==> src/rtl/ahb_multichan_slave.sv <==
// Generic synchronous FIFO with a count register. A pushed entry becomes readable on the next cycle.
// Latency: push to head 1 cycle; push and pop in the same cycle are both honoured.
// Backpressure: push is ignored while full and pop is ignored while empty; the caller gates on full/empty.
module ahb_fifo #(
    parameter int WIDTH = 32,
    parameter int DEPTH = 16
) (
    input  logic             clk,
    input  logic             reset_n,
    input  logic             push,
    input  logic [WIDTH-1:0] push_data,
    input  logic             pop,
    output logic [WIDTH-1:0] head,
    output logic             full,
    output logic             empty
);
    localparam int PW = $clog2(DEPTH);

    logic [WIDTH-1:0] mem [DEPTH];
    logic [PW-1:0]    wr_ptr;
    logic [PW-1:0]    rd_ptr;
    logic [PW:0]      count;
    logic             do_push;
    logic             do_pop;

    assign full    = (count == (PW+1)'(DEPTH));
    assign empty   = (count == '0);
    assign do_push = push & ~full;
    assign do_pop  = pop & ~empty;
    assign head    = mem[rd_ptr];

    always_ff @(posedge clk or negedge reset_n) begin
        if (!reset_n) begin
            wr_ptr <= '0;
            rd_ptr <= '0;
            count  <= '0;
        end else begin
            if (do_push) wr_ptr <= wr_ptr + PW'(1);
            if (do_pop)  rd_ptr <= rd_ptr + PW'(1);
            case ({do_push, do_pop})
                2'b10:   count <= count + (PW+1)'(1);
                2'b01:   count <= count - (PW+1)'(1);
                default: count <= count;
            endcase
        end
    end

    always_ff @(posedge clk) begin
        if (do_push) mem[wr_ptr] <= push_data;
    end
endmodule

// AHB-Lite slave with NUMCHAN TX/RX FIFO channels, a STATUS word and a lane-writable CSR file.
// Latency: registered address phase; zero-wait data phase unless a FIFO stall or a two-cycle ERROR applies.
// Backpressure: HREADYOUT low while TX full / RX empty (STALL_ON_FULL=1), otherwise ERROR; rx_ready = !full.
module ahb_multichan_slave #(
    parameter int ADDRESSWIDTH  = 32,
    parameter int DATAWIDTH     = 32,
    parameter int NUMCHAN       = 2,
    parameter int NUMREGS       = 8,
    parameter int FIFO_DEPTH    = 16,
    parameter int STALL_ON_FULL = 1
) (
    input  logic                         clk,
    input  logic                         reset_n,
    input  logic                         HSEL,
    input  logic [ADDRESSWIDTH-1:0]      HADDR,
    input  logic                         HWRITE,
    input  logic [2:0]                   HSIZE,
    input  logic [1:0]                   HTRANS,
    input  logic                         HREADY,
    input  logic [DATAWIDTH-1:0]         HWDATA,
    output logic                         HREADYOUT,
    output logic [1:0]                   HRESP,
    output logic [DATAWIDTH-1:0]         HRDATA,
    output logic [NUMCHAN-1:0]           tx_valid,
    input  logic [NUMCHAN-1:0]           tx_ready,
    output logic [NUMCHAN*DATAWIDTH-1:0] tx_data,
    input  logic [NUMCHAN-1:0]           rx_valid,
    output logic [NUMCHAN-1:0]           rx_ready,
    input  logic [NUMCHAN*DATAWIDTH-1:0] rx_data,
    input  logic [$clog2(NUMREGS)-1:0]   u_addr,
    output logic [DATAWIDTH-1:0]         u_read_data
);
    localparam int  WW    = ADDRESSWIDTH - 2;
    localparam int  CW    = (NUMCHAN > 1) ? $clog2(NUMCHAN) : 1;
    localparam int  RW    = $clog2(NUMREGS);
    localparam bit  STALL = (STALL_ON_FULL != 0);

    typedef enum logic [1:0] {ST_IDLE, ST_DATA, ST_ERR2} state_t;
    typedef enum logic [1:0] {K_FIFO, K_STATUS, K_CSR} kind_t;

    state_t          state;
    kind_t           ap_kind;
    logic            ap_err;
    logic            ap_write;
    logic [CW-1:0]   ap_chan;
    logic [RW-1:0]   ap_csr;
    logic [1:0]      ap_size;
    logic [1:0]      ap_lo;

    logic [WW-1:0]   a_word;
    kind_t           a_kind;
    logic            a_err;
    logic            accept;
    logic            unused_ok;

    logic [NUMCHAN-1:0]   tx_full;
    logic [NUMCHAN-1:0]   tx_empty;
    logic [NUMCHAN-1:0]   tx_push;
    logic [NUMCHAN-1:0]   rx_full;
    logic [NUMCHAN-1:0]   rx_empty;
    logic [NUMCHAN-1:0]   rx_pop;
    logic [DATAWIDTH-1:0] rx_head [NUMCHAN];
    logic [DATAWIDTH-1:0] csr [NUMREGS];
    logic [DATAWIDTH-1:0] status;
    logic [DATAWIDTH-1:0] rd_word;
    logic [3:0]           lane_mask;

    logic in_dp;
    logic blocked;
    logic dp_err;
    logic dp_go;

    assign unused_ok = &{1'b0, HTRANS[0]};
    assign a_word    = HADDR[ADDRESSWIDTH-1:2];
    assign accept    = HSEL & HREADY & HTRANS[1];

    always_comb begin
        a_kind = K_CSR;
        a_err  = 1'b0;
        if (a_word < WW'(NUMCHAN))
            a_kind = K_FIFO;
        else if (a_word == WW'(NUMCHAN))
            a_kind = K_STATUS;
        if (a_word > WW'(NUMCHAN + NUMREGS))               a_err = 1'b1;
        if (HSIZE > 3'd2)                                  a_err = 1'b1;
        if (HSIZE == 3'd1 && HADDR[0])                     a_err = 1'b1;
        if (HSIZE == 3'd2 && HADDR[1:0] != 2'b00)          a_err = 1'b1;
        if (a_kind == K_STATUS && HWRITE)                  a_err = 1'b1;
        if (a_kind == K_FIFO && HSIZE != 3'd2)             a_err = 1'b1;
    end

    // A FIFO access that cannot complete yet either stalls or, without stalling, becomes an ERROR.
    assign in_dp   = (state == ST_DATA);
    assign blocked = (ap_kind == K_FIFO) & (ap_write ? tx_full[ap_chan] : rx_empty[ap_chan]);
    assign dp_err  = in_dp & (ap_err | (!STALL & blocked));
    assign dp_go   = in_dp & ~ap_err & ~blocked;

    assign HREADYOUT = in_dp ? dp_go : 1'b1;
    assign HRESP     = (dp_err || state == ST_ERR2) ? 2'b01 : 2'b00;
    assign HRDATA    = (dp_go & ~ap_write) ? rd_word : '0;

    always_ff @(posedge clk or negedge reset_n) begin
        if (!reset_n) begin
            state    <= ST_IDLE;
            ap_kind  <= K_FIFO;
            ap_err   <= 1'b0;
            ap_write <= 1'b0;
            ap_chan  <= '0;
            ap_csr   <= '0;
            ap_size  <= '0;
            ap_lo    <= '0;
        end else begin
            if (accept && (state != ST_DATA || dp_go)) begin
                state    <= ST_DATA;
                ap_kind  <= a_kind;
                ap_err   <= a_err;
                ap_write <= HWRITE;
                ap_chan  <= CW'(a_word);
                ap_csr   <= RW'(a_word - WW'(NUMCHAN + 1));
                ap_size  <= HSIZE[1:0];
                ap_lo    <= HADDR[1:0];
            end else if (dp_err) begin
                state <= ST_ERR2;
            end else if (state == ST_ERR2 || dp_go) begin
                state <= ST_IDLE;
            end
        end
    end

    for (genvar c = 0; c < NUMCHAN; c++) begin : g_chan
        ahb_fifo #(.WIDTH(DATAWIDTH), .DEPTH(FIFO_DEPTH)) u_tx (
            .clk       (clk),
            .reset_n   (reset_n),
            .push      (tx_push[c]),
            .push_data (HWDATA),
            .pop       (tx_valid[c] & tx_ready[c]),
            .head      (tx_data[c*DATAWIDTH +: DATAWIDTH]),
            .full      (tx_full[c]),
            .empty     (tx_empty[c])
        );

        ahb_fifo #(.WIDTH(DATAWIDTH), .DEPTH(FIFO_DEPTH)) u_rx (
            .clk       (clk),
            .reset_n   (reset_n),
            .push      (rx_valid[c] & rx_ready[c]),
            .push_data (rx_data[c*DATAWIDTH +: DATAWIDTH]),
            .pop       (rx_pop[c]),
            .head      (rx_head[c]),
            .full      (rx_full[c]),
            .empty     (rx_empty[c])
        );

        assign tx_valid[c] = ~tx_empty[c];
        assign rx_ready[c] = ~rx_full[c];
        assign tx_push[c]  = dp_go & ap_write  & (ap_kind == K_FIFO) & (ap_chan == CW'(c));
        assign rx_pop[c]   = dp_go & ~ap_write & (ap_kind == K_FIFO) & (ap_chan == CW'(c));
    end

    always_comb begin
        status = '0;
        for (int c = 0; c < NUMCHAN; c++) begin
            status[2*c]   = tx_full[c];
            status[2*c+1] = rx_empty[c];
        end
    end

    always_comb begin
        rd_word = '0;
        case (ap_kind)
            K_FIFO:   rd_word = rx_head[ap_chan];
            K_STATUS: rd_word = status;
            default:  rd_word = csr[ap_csr];
        endcase
    end

    // Little-endian lane select; halfwords sit on lanes 1:0 or 3:2 by HADDR[1].
    always_comb begin
        case (ap_size)
            2'd0:    lane_mask = 4'b0001 << ap_lo;
            2'd1:    lane_mask = ap_lo[1] ? 4'b1100 : 4'b0011;
            default: lane_mask = 4'b1111;
        endcase
    end

    always_ff @(posedge clk or negedge reset_n) begin
        if (!reset_n) begin
            for (int i = 0; i < NUMREGS; i++) csr[i] <= '0;
        end else if (dp_go && ap_write && ap_kind == K_CSR) begin
            for (int b = 0; b < 4; b++) begin
                if (lane_mask[b]) csr[ap_csr][8*b +: 8] <= HWDATA[8*b +: 8];
            end
        end
    end

    assign u_read_data = csr[u_addr];
endmodule

==> config.mk <==
export PLATFORM = sky130hd
export DESIGN_NAME = ahb_multichan_slave
export DESIGN_NICKNAME = d
export VERILOG_FILES = /design/src/rtl/ahb_multichan_slave.sv
export SDC_FILE = /design/constraint.sdc
export NUM_CORES = 2
export LEC_CHECK = 0
export CAP_MARGIN = 20
export CELL_PAD_IN_SITES_DETAIL_PLACEMENT = 0
export CELL_PAD_IN_SITES_GLOBAL_PLACEMENT = 1
export CORE_MARGIN = 5
export CORE_UTILIZATION = 49
export DETAILED_ROUTE_END_ITERATION = 8
export GPL_TIMING_DRIVEN = 0
export PLACE_DENSITY_LB_ADDON = 0.1
export SYNTH_ARGS = -nofsm -noshare
export SYNTH_HDL_FRONTEND = slang
export SYNTH_HIERARCHICAL = 1
export SYNTH_SLANG_ARGS = --single-unit
==> constraint.sdc <==
create_clock -name clk -period 4.6 [get_ports clk]
set_input_delay 0.92 -clock clk [delete_from_list [all_inputs] [get_ports clk]]
set_output_delay 0.92 -clock clk [all_outputs]
set_load 0.05 [all_outputs]
# After elaboration in Yosys (flattened, before gate mapping)
# Memory sizes are Yosys's and may differ from the RTL's.
# Cells that the tools add are included.
[op_classes] addsub=17 n_lt_le_gt_ge=8 eq_ne=23 shift=1 mux=62 bitwise_logic=41 reduce_logical=24
[op_table] operator="2-to-1 mux 256 bit" n=7
[op_table] operator="bitwise mux 256 bit" n=4
[op_table] operator="demux 32 bit (select 3 bit)" n=4
[op_table] operator="2-to-1 mux 32 bit" n=9
[op_table] operator="binary-select mux 32 bit (select 3 bit)" n=2
[op_table] operator="case mux 32 bit (2 select lines)" n=1
[op_table] operator="case mux 5 bit (2 select lines)" n=4
[op_table] operator="adder 4 x 1 -> 4 bit, second input constant" n=8
[op_table] operator="equality test 30 x 2 -> 1 bit, second input constant" n=1
[op_table] operator="greater-than comparator 30 x 4 -> 1 bit, second input constant" n=1
[op_table] operator="< comparator 30 x 2 -> 1 bit, second input constant" n=1
[op_table] operator="AND 1 bit" n=26
[op_table] operator="2-to-1 mux 24 bit" n=1
[op_table] operator="2-to-1 mux 1 bit" n=21
[op_table] operator="adder 5 x 1 -> 5 bit, second input constant" n=4
[op_table] operator="equality test 5 bit, second input constant" n=4
[op_table] operator="zero test 5 bit" n=4
[op_table] operator="subtractor 5 x 1 -> 5 bit, second input constant" n=4
[op_table] operator="equality test 2 x 1 -> 1 bit, second input constant" n=8
[op_table] operator="2-to-1 mux 16 bit" n=1
[op_table] operator="equality test 2 bit, second input constant" n=6
[op_table] operator="NOT 1 bit" n=12
[op_table] operator="2-to-1 mux 2 bit" n=5
[op_table] operator="nonzero test 2 bit" n=5
[op_table] operator="20 further kinds" n=33
[word_totals] reg_bits=322 mem_bits_rw=2048 inputBits=145 out_inout_bits=135 wordCells=208 mem_count=4
[memory_table] memory="g_chan[0].u_rx.mem" depth=16 width=32 read_ports=1 rd_clocked_by_memory_dff=0 write_ports=1 line="19" rtl="logic [WIDTH-1:0] mem [DEPTH];"
[memory_table] memory="g_chan[0].u_tx.mem" depth=16 width=32 read_ports=1 rd_clocked_by_memory_dff=0 write_ports=1 line="19"
[memory_table] memory="g_chan[1].u_rx.mem" depth=16 width=32 read_ports=1 rd_clocked_by_memory_dff=0 write_ports=1 line="19"
[memory_table] memory="g_chan[1].u_tx.mem" depth=16 width=32 read_ports=1 rd_clocked_by_memory_dff=0 write_ports=1 line="19"

# Depth between registers and ports, before layout
[logic_depth] word_depth=18 mapped_depth=16 mapped_depth_nobuf=14

# Modules after synthesis
# The synthesis kept the hierarchy.
[modules_own_cells] mod="ahb_fifo at g_chan[0].u_tx ..." n_inst=3 cells_each=1012 area_each_um2=20408.3
[modules_own_cells] mod="ahb_fifo at g_chan[0].u_rx" n_inst=1 cells_each=1012 area_each_um2=20392.1
[modules_own_cells] mod="ahb_multichan_slave" n_inst=1 cells_each=1126 area_each_um2=15563.7

# Worst setup path before layout
# No wires, ideal clock.
[synth_timing] path_kind="flip-flop to flip-flop" from="reg ap_chan" to="mem g_chan[1].u_tx.mem[3][0], enable pin" setup_ns=0.461 arrival_time_ns=4.132 slack_ns=0.007 path_stages_with_launch=10 path_buffers=4 synth_period_minus_slack_ns=4.593 path_cell_list="dfrtp_1 buf_2 buf_2 buf_1 inv_1 nor3_1 and2_1 buf_2 nand2_1 nor3_1"
[synth_via] elab_chain_cells=12 word_cells_on_any_way=14
[synth_lines] item="start, declared" line="97" rtl="logic [CW-1:0] ap_chan;"
[synth_lines] item="start signal, assigned" line="170" rtl="ap_chan <= CW'(a_word);"
[synth_lines] item="2-to-1 mux 1 bit (implied by the code) (2 in a row)" line="146" rtl="assign blocked = (ap_kind == K_FIFO) & (ap_write ? tx_full[ap_chan] : rx_empty[ap_chan]);"
[synth_lines] item="2-to-1 mux 1 bit" line="146"
[synth_lines] item="AND 1 bit" line="146"
[synth_lines] item="NOT 1 bit" line="148" rtl="assign dp_go = in_dp & ~ap_err & ~blocked;"
[synth_lines] item="AND 1 bit" line="148"
[synth_lines] item="AND 1 bit (2 in a row)" line="207" rtl="assign tx_push[c] = dp_go & ap_write & (ap_kind == K_FIFO) & (ap_chan == CW'(c));"
[synth_lines] item="AND 1 bit (*)" line="207"
[synth_lines] item="via tx_push[1]" line="110" rtl="logic [NUMCHAN-1:0] tx_push;"
[synth_lines] item="AND 1 bit (*)" line="28" rtl="assign do_push = push & ~full;"
[synth_lines] item="2-to-1 mux 1 bit (*)" line="49" rtl="if (do_push) mem[wr_ptr] <= push_data;"
[synth_lines] item="2-to-1 mux 1 bit (implied by the code) (*)" line="49"
[synth_lines] item="end, declared" line="19"
# The timed path passes the listed nets; every way through them passes the cells marked *. The select of a mux whose other input is x is not followed.

# Worst setup path after layout
[layout_timing] from="in u_addr[1]" to="out u_read_data[20]"
[layout_via] elab_chain_cells=4
[layout_lines] item="start, declared" line="82" rtl="input logic [$clog2(NUMREGS)-1:0] u_addr,"
[layout_lines] item="NOT 3 -> 4 bit (implied by the code)" line="247" rtl="assign u_read_data = csr[u_addr];"
[layout_lines] item="binary-select mux 32 bit (select 3 bit)" line="247"
[layout_lines] item="2-to-1 mux 32 bit (implied by the code) (2 in a row)" line="247"
[layout_lines] item="end, declared" line="83" rtl="output logic [DATAWIDTH-1:0] u_read_data"
# Every way passes these cells. The select of a mux whose other input is x is not followed.

==> summary.txt <==
Status: finished clean
IO Port Bufs: 274
WHS: 0.456 ns
Startpoint Class: primary input
Largest net degree at the start of global routing: 112
TNS Setup: 0 ns
Data required, critical path: 3.68 ns
Vias per cell: 6.05
Max Clk Rate: 220 MHz
GPL Wtd Cong: 0.842
Distinct cells, synth: 73
Routed WL: 273000 um
YS warnings: 6
R2R Path Start: g_chan[1].u_rx/count[0]$_DFFE_PN0P_
Combinational Power Share: 0.249
First drt pass iteration count: 5
Multi-input gate area in the final layout: 27000 um^2
Crit-path max FO: 10
Utilization after layout: 0.581
Final hold vios: 0
Dpl cells: 8213
Async SR Flop Fraction: 0.136
Synthesized Nets: 5361
Synth Instances: 5174
Top post-synthesis cells by area: edfxtp_1, dfrtp_1, mux4_2
Max Cap Viol: 0
Int Pwr: 40.4 mW
Share of layout cells above drive strength 1: 0.279
Fillers: 15000
CP startpoint: u_addr[1]
WS Path Type: primary input to output port
Core area: 197000 um^2
I/O pin total: 280
Chip width: 455 um
Clock power share: 0.326
Relative slew slack: 0.257
Number of remaining DRC errors: 0
Min-Delay Path Class: primary input to asynchronous set/reset pin
Worst-Margin Slew: 1.11 ns
Fin. max-slew vios: 0
Synth area leader: edfxtp_1
Initial Util: 0.492
CTS Buffer Depth: 3
CTS tree: done
Setup crit end kind: output port
Worst Skew: 0.0472 ns
Pwr Density: 512 nW/um^2
Endpoint arrival time on the critical path: 3.62 ns
Switching pwr: 18.3 mW
Insertion delay to the later sink of the worst-skew pair: 0.89 ns
FF+latch area: 69600 um^2
Sinks on the clock net: 2370
# rows: 163
Unrepaired setup endpoints after global routing: yes
Number of global-route vias before repair: 52700
Worst r2r path cells: 17
Register share of total power: 0.425
Net Sw Frac: 0.312
Number of synthesized flops with an enable pin: 2048
Vias: 52500
Clock Pin Slew Worst Setup and Hold Paths: 0.06 ns
Number of synthesized register bits: 2370
Routed WL per cell: 31.5 um
First-pass GRT wire length: 389000 um
Sequential area share after synthesis: 0.716
CTS root buffer: clkbuf_16
Gr ovfl total: 0
Mean area per synthesized cell: 18.8 um^2
GRT Overall Usage: 0.263
Synth Flop Type: edfxtp_1
DR iter-0 viols: 4691
Layout Area Growth over Synthesis: 18.0%
Die height: 455 um
Peak VDD IR: 0.401 mV
Final setup viols: 0
Post-detailed-route count of antenna-violating nets: 0
CTS Buf Count: 237
Overall power consumption: 58.7 mW
Leak: 39.1 nW
Final Critical Period: 4.54 ns
Dpl hpwl: 185000 um
Final worst path period share: 0.988
Mapped cell area: 97200 um^2
H-Tree Level Count: 4
Share of the synthesized area in the top cell type: 0.633
Fin cells: 8676
Final-stage net count: 5996
Die Footprint: 207000 um^2
Initial antenna violation count: 29
==> worst max-delay path, cell delays in order <==
cell and delay (ns):
clkbuf_1 0.58, clkbuf_2 0.59, mux4_2 0.41, mux2_2 0.38, clkdlybuf4s50_1 0.73
==> layout make-up <==
| class | instances | share of cell area |
|---|---|---|
| flip-flops and latches | 2370 | 0.607 |
| multi-input cells | 2441 | 0.235 |
| clock buffers | 298 | 0.0541 |
| repair buffers | 403 | 0.0406 |
| well taps | 2640 | 0.0288 |
| plain buffers | 306 | 0.0192 |
| clock inverters | 152 | 0.0131 |
| inverters | 50 | 0.00164 |
| diodes | 16 | 0.000349 |
==> flip-flops by register name, indices dropped and copies added (netlist names) <==
register,flops
ap_kind,2
g_chan.u_tx/count,10
g_chan.u_rx/wr_ptr,8
g_chan.u_rx/rd_ptr,8
g_chan.u_rx/count,10
state,2
ap_lo,2
ap_write,1
ap_err,1
g_chan.u_tx/mem,1024
ap_csr,3
g_chan.u_tx/rd_ptr,8
ap_size,2
g_chan.u_tx/wr_ptr,8
g_chan.u_rx/mem,1024
csr,256
ap_chan,1
==> cell usage in the layout (no fill, tap or decap), types with 20 or more instances in the layout <==
cell,n
dlygate4sd2_1,43
mux2_4,32
mux2i_1,544
buf_4,56
nand2_2,38
buf_12,31
clkbuf_16,239
o21ai_0,161
clkinv_2,44
clkdlybuf4s50_1,148
xnor2_1,28
clkbuf_1,110
mux4_1,20
o221ai_1,22
a221oi_2,49
clkinv_1,56
inv_1,50
ha_1,38
edfxtp_1,2048
mux4_2,313
nand2_1,151
buf_16,32
nor2b_1,23
dfrtp_1,319
buf_2,114
nor2_4,48
mux2_2,304
clkbuf_2,47
a22oi_1,128
buf_6,138
o22ai_1,31
a221oi_1,203
bufinv_16,23
==> repair_timing <==
action / 4_1_cts / 5_1_grt
endpoints found under the hold margin: 10 / 0
pin swaps: 12 / 12
hold buffers: 1 / 0
setup endpoints to repair: 245 / 54
resized for setup: 514 / 87
setup buffers: 0 / 2
==> through the flow <==
stage                     area (um^2)  setup WS, ns
after global routing           115000        -0.115
after floorplan                 97200       0.00665
after global placement         103000        -13.18
after detailed placement       106000        -0.805
after CTS                      114000       0.00261
final                          115000        0.0551
==> cell usage after synthesis, types with 50 or more instances <==
library cell  instances
a221oi_1            257
a22oi_1             128
buf_2               108
buf_6                74
clkbuf_1            110
dfrtp_1             322
edfxtp_1           2048
inv_1                50
mux2_2              304
mux2i_1             565
mux4_2              313
nand2_1             189
nor2_1               64
o21ai_0             165
==> layer usage <==
layer | share of wire | track usage | up-vias | wire length, um
met2 | 0.50 | 0.439 | 1650 | 136000
met1 | 0.41 | 0.351 | 27900 | 111000
met3 | 0.054 | 0.0421 | 437 | 14900
li1 | - | - | 22600 | -
met4 | 0.039 | 0.0969 | 10 | 10700
met5 | 0.00023 | 0 | - | 64
==> final timing paths <==
kind | end | slack [ns]
min in group clk | g_chan[0].u_tx/count[4]$_DFFE_PN0P_ | 0.49
setup reg to reg | g_chan[1].u_rx/count[4]$_DFFE_PN0P_ | 0.18
setup / recovery | u_read_data[20] | 0.06
hold / removal | g_chan[1].u_rx/wr_ptr[1]$_DFFE_PN0P_ | 0.46
max in group asynchronous | csr[28]$_DFFE_PN0P_ | 2.29
hold reg to reg | g_chan[0].u_tx/count[4]$_DFFE_PN0P_ | 0.49
==> power by group through the flow <==
| stage | Clock, mW | Sequential (mW) | Combinational (mW) |
|---|---|---|---|
| 2_1_floorplan | 0 | 25.3 | 9.23 |
| 3_3_place_gp | 0 | 25.4 | 14.3 |
| 3_5_place_dp | 0 | 25.4 | 14.8 |
| 4_1_cts | 19.5 | 24.9 | 14.7 |
| 5_1_grt | 20.5 | 25.0 | 15.4 |
| 6_report | 19.1 | 24.9 | 14.6 |
==> cell families after synthesis <==
family | Yosys count | synth area share
DFF | 2370 | 0.716
xor gates and xnor gates | 41 | 0.00370
adders and majority gates | 42 | 0.00572
buffers and inverters | 363 | 0.0219
muxes | 1236 | 0.177
AOI/OAI and AO/OA | 717 | 0.0547
other | 1 | 0.0000386
and+or+nand+nor | 404 | 0.0217
(Power assumes the default switching activity.)
